File: src/rtl/fifo_pkg.sv
// Shared FIFO pointer helpers used by both write- and read-side controllers.
// Pure functions, no state; combinational when inlined into callers.
// No flow control of its own.
package fifo_pkg;

   // Widest pointer the helpers handle; callers zero-extend narrower pointers.
   localparam int PTR_MAX = 32;

   // Pointer width for a given depth: address bits plus one wrap bit.
   function automatic int ptr_w(input int d);
      return $clog2(d) + 1;
   endfunction

   // Binary to reflected-gray; upper zero bits stay zero, so any width works.
   function automatic logic [PTR_MAX-1:0] bin2gray(input logic [PTR_MAX-1:0] b);
      return b ^ (b >> 1);
   endfunction

   // Gray to binary: each binary bit is the XOR of all gray bits at or above it.
   function automatic logic [PTR_MAX-1:0] gray2bin(input logic [PTR_MAX-1:0] g);
      logic [PTR_MAX-1:0] b;
      b = '0;
      for (int i = 0; i < PTR_MAX; i++) begin
         b[i] = ^(g >> i);
      end
      return b;
   endfunction

endpackage

File: src/rtl/fifo_wr_ctrl.sv
// Async FIFO write-side pointer/flag controller (write clock domain only).
// Latency: pointer, address and flags update on the edge that samples wr_en.
// Backpressure: writes are refused while wfull; a refused write sets sticky wovf.
module fifo_wr_ctrl
   import fifo_pkg::*;
#(
   parameter int depth     = 1024,
   parameter int AF_THRESH = depth - 2
) (
   input  logic                     clk,
   input  logic                     rst,
   input  logic                     wr_en,
   input  logic                     wclr_ovf,
   input  logic [ptr_w(depth)-1:0]  wq2_rptr,
   output logic [$clog2(depth)-1:0] waddr,
   output logic                     wram_we,
   output logic [ptr_w(depth)-1:0]  wptr,
   output logic                     wfull,
   output logic                     walmost_full,
   output logic [ptr_w(depth)-1:0]  wlevel,
   output logic                     wovf
);

   localparam int AW = $clog2(depth);
   localparam int PW = AW + 1;
   localparam logic [PW-1:0] AF_T = PW'(AF_THRESH);

   logic [PW-1:0] wbin;
   logic [PW-1:0] wbin_next;
   logic [PW-1:0] wgray_next;
   logic [PW-1:0] rbin;
   logic [PW-1:0] level_next;
   logic [PW-1:0] full_ptr;
   logic          push;

   // Next-pointer, level and full-compare values, evaluated every cycle so flags
   // track the synchronized read pointer even when nothing is written.
   always_comb begin
      push       = wr_en && !wfull;
      wbin_next  = push ? wbin + PW'(1) : wbin;
      wgray_next = PW'(bin2gray(PTR_MAX'(wbin_next)));
      rbin       = PW'(gray2bin(PTR_MAX'(wq2_rptr)));
      level_next = wbin_next - rbin;
      // Full when write pointer is exactly one lap ahead: top two gray bits inverted.
      full_ptr   = {~wq2_rptr[AW:AW-1], wq2_rptr[AW-2:0]};
   end

   // RAM strobe is combinational so data lands at waddr on the accepting edge.
   assign wram_we = push && !rst;
   assign waddr   = wbin[AW-1:0];

   // Pointer, flag and level registers; reset wins over every other input.
   always_ff @(posedge clk) begin
      if (rst) begin
         wbin         <= '0;
         wptr         <= '0;
         wfull        <= 1'b0;
         walmost_full <= 1'b0;
         wlevel       <= '0;
         wovf         <= 1'b0;
      end else begin
         wbin         <= wbin_next;
         wptr         <= wgray_next;
         wfull        <= (wgray_next == full_ptr);
         walmost_full <= (level_next >= AF_T);
         wlevel       <= level_next;
         // A refused write outranks a clear in the same cycle.
         if (wr_en && wfull) begin
            wovf <= 1'b1;
         end else if (wclr_ovf) begin
            wovf <= 1'b0;
         end
      end
   end

endmodule

File: config.mk
export PLATFORM = sky130hd
export DESIGN_NAME = fifo_wr_ctrl
export DESIGN_NICKNAME = d
export VERILOG_FILES = /design/src/rtl/fifo_pkg.sv /design/src/rtl/fifo_wr_ctrl.sv
export SDC_FILE = /design/constraint.sdc
export NUM_CORES = 1
export LEC_CHECK = 0
export ABC_CLOCK_PERIOD_IN_PS = 13400
export CORE_MARGIN = 2
export CORE_UTILIZATION = 55
export CTS_BUF_LIST = sky130_fd_sc_hd__clkbuf_8
export DETAILED_ROUTE_END_ITERATION = 12
export PLACE_DENSITY = 0.95
export SLEW_MARGIN = 20
export SYNTH_ARGS = -nofsm -noshare
export SYNTH_HDL_FRONTEND = slang
export SYNTH_SLANG_ARGS = --single-unit
export TNS_END_PERCENT = 30
File: constraint.sdc
create_clock -name clk -period 13.4 [get_ports clk]
set_input_delay 4.02 -clock clk [delete_from_list [all_inputs] [get_ports clk]]
set_output_delay 4.02 -clock clk [all_outputs]
set_load 0.02 [all_outputs]
==> results.py, run 1 <==
metrics = {
    "detailed_routing": {
        "first_pass_iters": 4,
        "drt_wl_total_um": 4910,
        "drtAntennaViolNets": 0,
        "wl_per_cell_um": 14.6,
        "drc": 0,
        "vias": 1881,
        "vias_per_cell": 5.58,
        "drt_iter0_markers": 132,
    },
    "logic_synthesis": {
        "syn_inst": 237,
        "async_reset_ff_frac": 0,
        "synth_ff_type": "dfxtp_1",
        "synth_nets": 261,
        "synth_top_area_share": 0.340,
        "ys_seq_area_frac": 0.340,
        "ys_warn_count": 0,
        "synth_largest_area_cell": "dfxtp_1",
        "yosys-top-cells-count": "41 x nor2_1, 35 x dfxtp_1, 35 x xnor2_1, 20 x xor2_1",
        "yosysMostFrequentCell": "nor2_1",
        "synth_cell_type_count": 42,
        "syn_area_per_cell_um2": 8.71,
        "synth_edf_count": 0,
        "yosys-top-cells-area": "dfxtp_1 34%, xnor2_1 15%, xor2_1 8.5%",
        "ys_seq_elements": 35,
        "syn_area_mm2": 0.00206,
    },
    "placement": {
        "dp_hpwl_um": 3570,
        "dp_slack_ps": 3620,
        "post_dp_cell_area_mm2": 0.00261,
        "gp_congestion": 0.828,
        "portBuffers": 50,
    },
    "global_routing": {
        "grt_pass1_wl_um": 8180,
        "grt-ovfl-total": 0,
        "grt_pass1_vias": 1827,
        "grt_usage": 0.253,
        "antenna_found_initial": 0,
        "grt_start_max_net_pins": 37,
    },
    "floorplanning": {
        "start_util": 0.568,
        "core-area_mm2": 0.00363,
        "chipHeight_um": 65.3,
        "boundaryPins": 51,
        "die_w_um": 65.3,
        "rows": 22,
        "dieArea_mm2": 0.00426,
    },
    "clock_tree": {
        "post_cts_buffers": 0,
        "cts_hold_buf": 0,
        "cts_max_level": 2,
        "cts.path.max_buffers": 2,
        "cts_root_buf": "clkbuf_8",
        "clock_latency_ps": 300,
        "clk_pin_slew_ps": 70,
        "ctsResizeCount": 0,
        "cts_tree": "built",
        "cts_buffers": 5,
        "cts.sinks": 35,
    },
    "layout": {
        "multi_input_area_mm2": 0.00129,
        "post-route-util": 0.744,
        "antenna_cells": 0,
        "syn_to_final_growth_pct": 31.0,
        "nets": 312,
        "regArea_um2": 701,
        "fin_area_mm2": 0.00270,
        "n_fill_cell": 274,
        "drive_gt1_frac": 0.0657,
    },
    "timing": {
        "fin_crit_sh": 0.731,
        "fmax_ghz": 0.102,
        "layout_setup_ws_ps": 3600,
        "hold_viol": 0,
        "finalSetupTns_ps": 0,
        "fin_skew_ps": 7.18,
        "setup_violations": 0,
        "rsz0062_at_grt": "no",
        "fin_crit_ps": 9800,
        "drv_slew": 0,
        "maxSlewHeadroom": 0.370,
        "worst_pin_slew_ps": 942,
    },
    "worst_setup_path": {
        "path_class": "in -> out",
        "path_max_fanout": 7,
        "cp-start-kind": "primary input",
        "cp.arrival_ps": 5780,
        "cp.required_ps": 9380,
        "end_kind": "primary output",
    },
    "min_path": {
        "hp-class": "reg -> reg",
    },
    "power": {
        "ir_drop_mv": 0.0844,
        "total_power_mw": 0.329,
        "p_leak_nw": 1.07,
        "cellPowerDensity_mw_per_mm2": 122,
    },
    "status": {
        "outcome": "completed",
    },
    "job": {
        "maxCapViolCount": 0,
    },
}
cell type report:
cell class / instances / area share
clock buffer: 6 / 0.0305
sequential: 35 / 0.259
clock inverter: 2 / 0.00602
inverter: 12 / 0.0167
timing repair buffer: 51 / 0.188
multi-input combinational: 183 / 0.478
tap: 48 / 0.0222
layout by cell type (no fill, tap or decap), drive strengths merged, types with 2 or more instances in the layout:
| master | instances |
|---|---|
| clkbuf | 6 |
| o211ai | 2 |
| nor2b | 3 |
| ha | 8 |
| nand3b | 2 |
| clkdlybuf4s50 | 50 |
| o21ai | 6 |
| or4 | 2 |
| nand2 | 12 |
| nand4 | 3 |
| a21o | 2 |
| nor3 | 7 |
| inv | 12 |
| nand3 | 4 |
| or3 | 2 |
| a31oi | 3 |
| a21oi | 5 |
| xor2 | 20 |
| or2 | 3 |
| nor2 | 41 |
| dfxtp | 35 |
| xnor2 | 36 |
| and3 | 2 |
| nand2b | 4 |
where the power goes:
group          leakage (nW)  internal [mW]  total [mW]  switching [mW]
Combinational         0.733         0.0604       0.130          0.0699
Clock                0.0474         0.0419      0.0809          0.0391
Sequential            0.286          0.114       0.118         0.00312
final timing paths:
| kind | cells after the start | from | slack [ps] | end |
|---|---|---|---|---|
| max reg2reg | 14 | wfull$_SDFF_PP0_ | 9210 | walmost_full$_SDFF_PP0_ |
| max | 4 | wr_en | 3600 | wram_we |
| min reg2reg | 2 | wovf$_SDFFE_PP0P_ | 480 | wovf$_SDFFE_PP0P_ |
| min | 2 | wovf$_SDFFE_PP0P_ | 480 | wovf$_SDFFE_PP0P_ |
metrics by stage:
stage,hold WS (ps),cells
3_3_place_gp,457,329
4_1_cts,481,337
3_5_place_dp,471,329
5_1_grt,530,337
2_1_floorplan,542,237
6_report,476,337
registers in the layout (all words and copies together), names as in the netlist:
signal and flops:
wfull 1, wovf 1, wlevel 11, wptr 10
walmost_full 1, wbin 11
layer usage:
layer,GRT usage,vias up,share of wire
li1,-,890,-
met1,0.264,884,0.39
met2,0.460,87,0.51
met3,0.0616,20,0.064
met4,0.138,0,0.037
met5,0,-,0
logic make-up (layout without fill, tap and decap cells):
logic type	count (synthesis)	in the layout	synth area share
AOI/OAI and AO/OA	26	26	0.0885
xor gates and xnor gates	58	58	0.265
adders and majority gates	10	10	0.0637
buffers and inverters	19	71	0.0346
DFF	35	35	0.340
muxes	2	2	0.0103
and+or+nand+nor	87	87	0.198
critical path: stages:
cell and delay [ps]:
clkdlybuf4s50_1 530, nor2b_1 440, nor2b_1 180, clkdlybuf4s50_1 600
Power figures use the tool's default switching activity.
==> run 2, diff against run 1 <==
--- a/config.mk
+++ b/config.mk
@@ -5,12 +5,12 @@
 export SDC_FILE = /design/constraint.sdc
 export NUM_CORES = 1
 export LEC_CHECK = 0
-export ABC_CLOCK_PERIOD_IN_PS = 13400
+export ABC_CLOCK_PERIOD_IN_PS = 7930
 export CORE_MARGIN = 2
-export CORE_UTILIZATION = 55
+export CORE_UTILIZATION = 46
 export CTS_BUF_LIST = sky130_fd_sc_hd__clkbuf_8
 export DETAILED_ROUTE_END_ITERATION = 12
-export PLACE_DENSITY = 0.95
+export PLACE_DENSITY = 0.86
 export SLEW_MARGIN = 20
 export SYNTH_ARGS = -nofsm -noshare
 export SYNTH_HDL_FRONTEND = slang
==> constraint.sdc (replaced) <==
create_clock -name clk -period 7.93 [get_ports clk]
set_input_delay 2.379 -clock clk [delete_from_list [all_inputs] [get_ports clk]]
set_output_delay 2.379 -clock clk [all_outputs]
set_load 0.02 [all_outputs]
==> run 2 against run 1 <==
Against the previous run:
- worst hold slack gained 1.9 ps
- worst setup slack lost 2200 ps
- register-to-register slack lost 5300 ps
- routed wire length shrank 9.8%
- die area grew 18%
- final area grew 0.46%
- flip-flop and latch count is the same
- non-clock buffer count is the same
- critical path depth grew 11
- highest routed layer unchanged
==> results.py, run 2 (synthesis gave the netlist of run 1 again) <==
metrics = {
    "power": {
        "ir_drop_mv": 0.101,
        "p_leak_nw": 1.07,
        "seqPwrFrac": 0.346,
        "intPower_mw": 0.387,
        "p_switching_mw": 0.187,
        "cellPowerDensity_mw_per_mm2": 211,
        "switching_share": 0.326,
        "combPwrFrac": 0.378,
        "p_clk_frac": 0.276,
    },
    "timing": {
        "hold_viol": 0,
        "fin_crit_sh": 0.823,
        "setup_violations": 0,
        "worst_pin_slew_ps": 929,
        "fin_skew_ps": 6.25,
        "drv_slew": 0,
        "fmax_ghz": 0.153,
        "rsz0062_at_grt": "no",
        "finalSetupTns_ps": 0,
        "layout_setup_ws_ps": 1410,
        "maxSlewHeadroom": 0.379,
        "fin_crit_ps": 6520,
    },
    "layout": {
        "nets": 312,
        "final_common_cell": "clkdlybuf4s50_1",
        "final_cell_mix": "50 x clkdlybuf4s50_1, 41 x nor2_1, 35 x xnor2_1, 35 x dfxtp_1, 20 x xor2_1",
        "antenna_cells": 0,
        "syn_to_final_growth_pct": 31.7,
        "n_fill_cell": 381,
        "drive_gt1_frac": 0.0625,
        "reg.largest.list": "wbin (11), wlevel (11), wptr (10)",
        "multi_input_area_mm2": 0.00129,
        "regArea_um2": 701,
    },
    "global_routing": {
        "grt_usage": 0.184,
        "antenna_found_initial": 0,
        "grt_start_max_net_pins": 37,
        "grt_pass1_vias": 1680,
        "grt_pass1_wl_um": 7440,
        "grt-ovfl-total": 0,
    },
    "worst_setup_path": {
        "cp-start-kind": "primary input",
        "end_kind": "flip-flop",
        "slowest_delay_ps": 530,
        "path_max_fanout": 5,
        "path_class": "in -> reg",
        "cp.required_ps": 8140,
        "crit_slowest_cell": "clkdlybuf4s50_1",
        "cp_common_cell": "xnor2_1",
        "cp_cell_sequence": "clkdlybuf4s50_1, xor3_2, xnor3_2, xor2_1, xnor2_1, ha_1, inv_1, fa_1, nor2_1, maj3_2, a21oi_2, xnor2_1, or4b_1, or4_1, o32ai_2",
        "cp.arrival_ps": 6730,
    },
    "floorplanning": {
        "core-area_mm2": 0.00432,
        "rows": 24,
        "chipHeight_um": 71.0,
        "boundaryPins": 51,
        "die_w_um": 71.0,
        "dieArea_mm2": 0.00504,
        "start_util": 0.477,
    },
    "clock_tree": {
        "cts.path.max_buffers": 2,
        "cts_tree": "built",
        "ctsResizeCount": 0,
        "cts.sinks": 35,
        "cts_max_level": 2,
        "cts_buffers": 5,
        "post_cts_buffers": 0,
        "cts_hold_buf": 0,
        "clk_pin_slew_ps": 70,
        "cts_root_buf": "clkbuf_8",
        "clock_latency_ps": 290,
    },
    "detailed_routing": {
        "drt_iter0_markers": 73,
        "drt_wl_total_um": 4430,
        "vias_per_cell": 5.22,
        "wl_per_cell_um": 13.0,
        "drtAntennaViolNets": 0,
        "vias": 1775,
        "drc": 0,
        "first_pass_iters": 4,
    },
    "placement": {
        "portBuffers": 50,
        "gp_congestion": 0.779,
        "dp_hpwl_um": 3320,
        "dp_slack_ps": 1110,
    },
    "status": {
        "outcome": "completed",
    },
    "min_path": {
        "hp-class": "reg -> reg",
    },
    "job": {
        "maxCapViolCount": 0,
    },
}
[run 2: critical path: cells and delay by family]
family,cells,cell delay [ps]
AND/OR/NAND/NOR,3,1090
AO/OA/AOI/OAI,2,250
XOR/XNOR,5,1650
buffers and inverters,2,590
adder cells (fa/ha/maj),3,790
[run 2: layout make-up]
cell class / count / area share
clock buffers: 5 / 0.0253
clock inverters: 2 / 0.0138
inverters: 12 / 0.0166
multi-input cells: 183 / 0.475
flip-flops and latches: 35 / 0.258
well taps: 52 / 0.0240
repair buffers: 51 / 0.187
[run 2: path summary, 6_finish.rpt]
path,slack [ps],from,depth (start not counted),end
max,1410,wq2_rptr[9],15,walmost_full$_SDFF_PP0_
min,480,wovf$_SDFFE_PP0P_,2,wovf$_SDFFE_PP0P_
max reg2reg,3950,wfull$_SDFF_PP0_,14,walmost_full$_SDFF_PP0_
min reg2reg,480,wovf$_SDFFE_PP0P_,2,wovf$_SDFFE_PP0P_
[run 2: metrics by stage]
step / hold slack, ps / cells / cell area [um2] / util / total power, mW
floorplan: 542 / 237 / 2060 / - / 0.351
global placement: 458 / 333 / 2610 / 0.604 / 0.412
detailed placement: 470 / 333 / 2610 / 0.604 / 0.416
CTS: 482 / 340 / 2720 / 0.628 / 0.578
global route: 511 / 340 / 2720 / 0.628 / 0.608
finish: 478 / 340 / 2720 / 0.628 / 0.574
[run 2: power groups by stage]
stage          Combinational [mW]  Clock [mW]  Sequential [mW]
3_5_place_dp                0.213           0            0.203
2_1_floorplan               0.126           0            0.225
3_3_place_gp                0.209           0            0.203
4_1_cts                     0.217       0.162            0.199
5_1_grt                     0.239       0.169            0.201
6_report                    0.217       0.159            0.199
[run 2: metal layers]
layer / share of wire / GRT usage
met5: 0 / 0
met2: 0.51 / 0.328
met3: 0.046 / 0.0456
met1: 0.43 / 0.216
met4: 0.012 / 0.0587
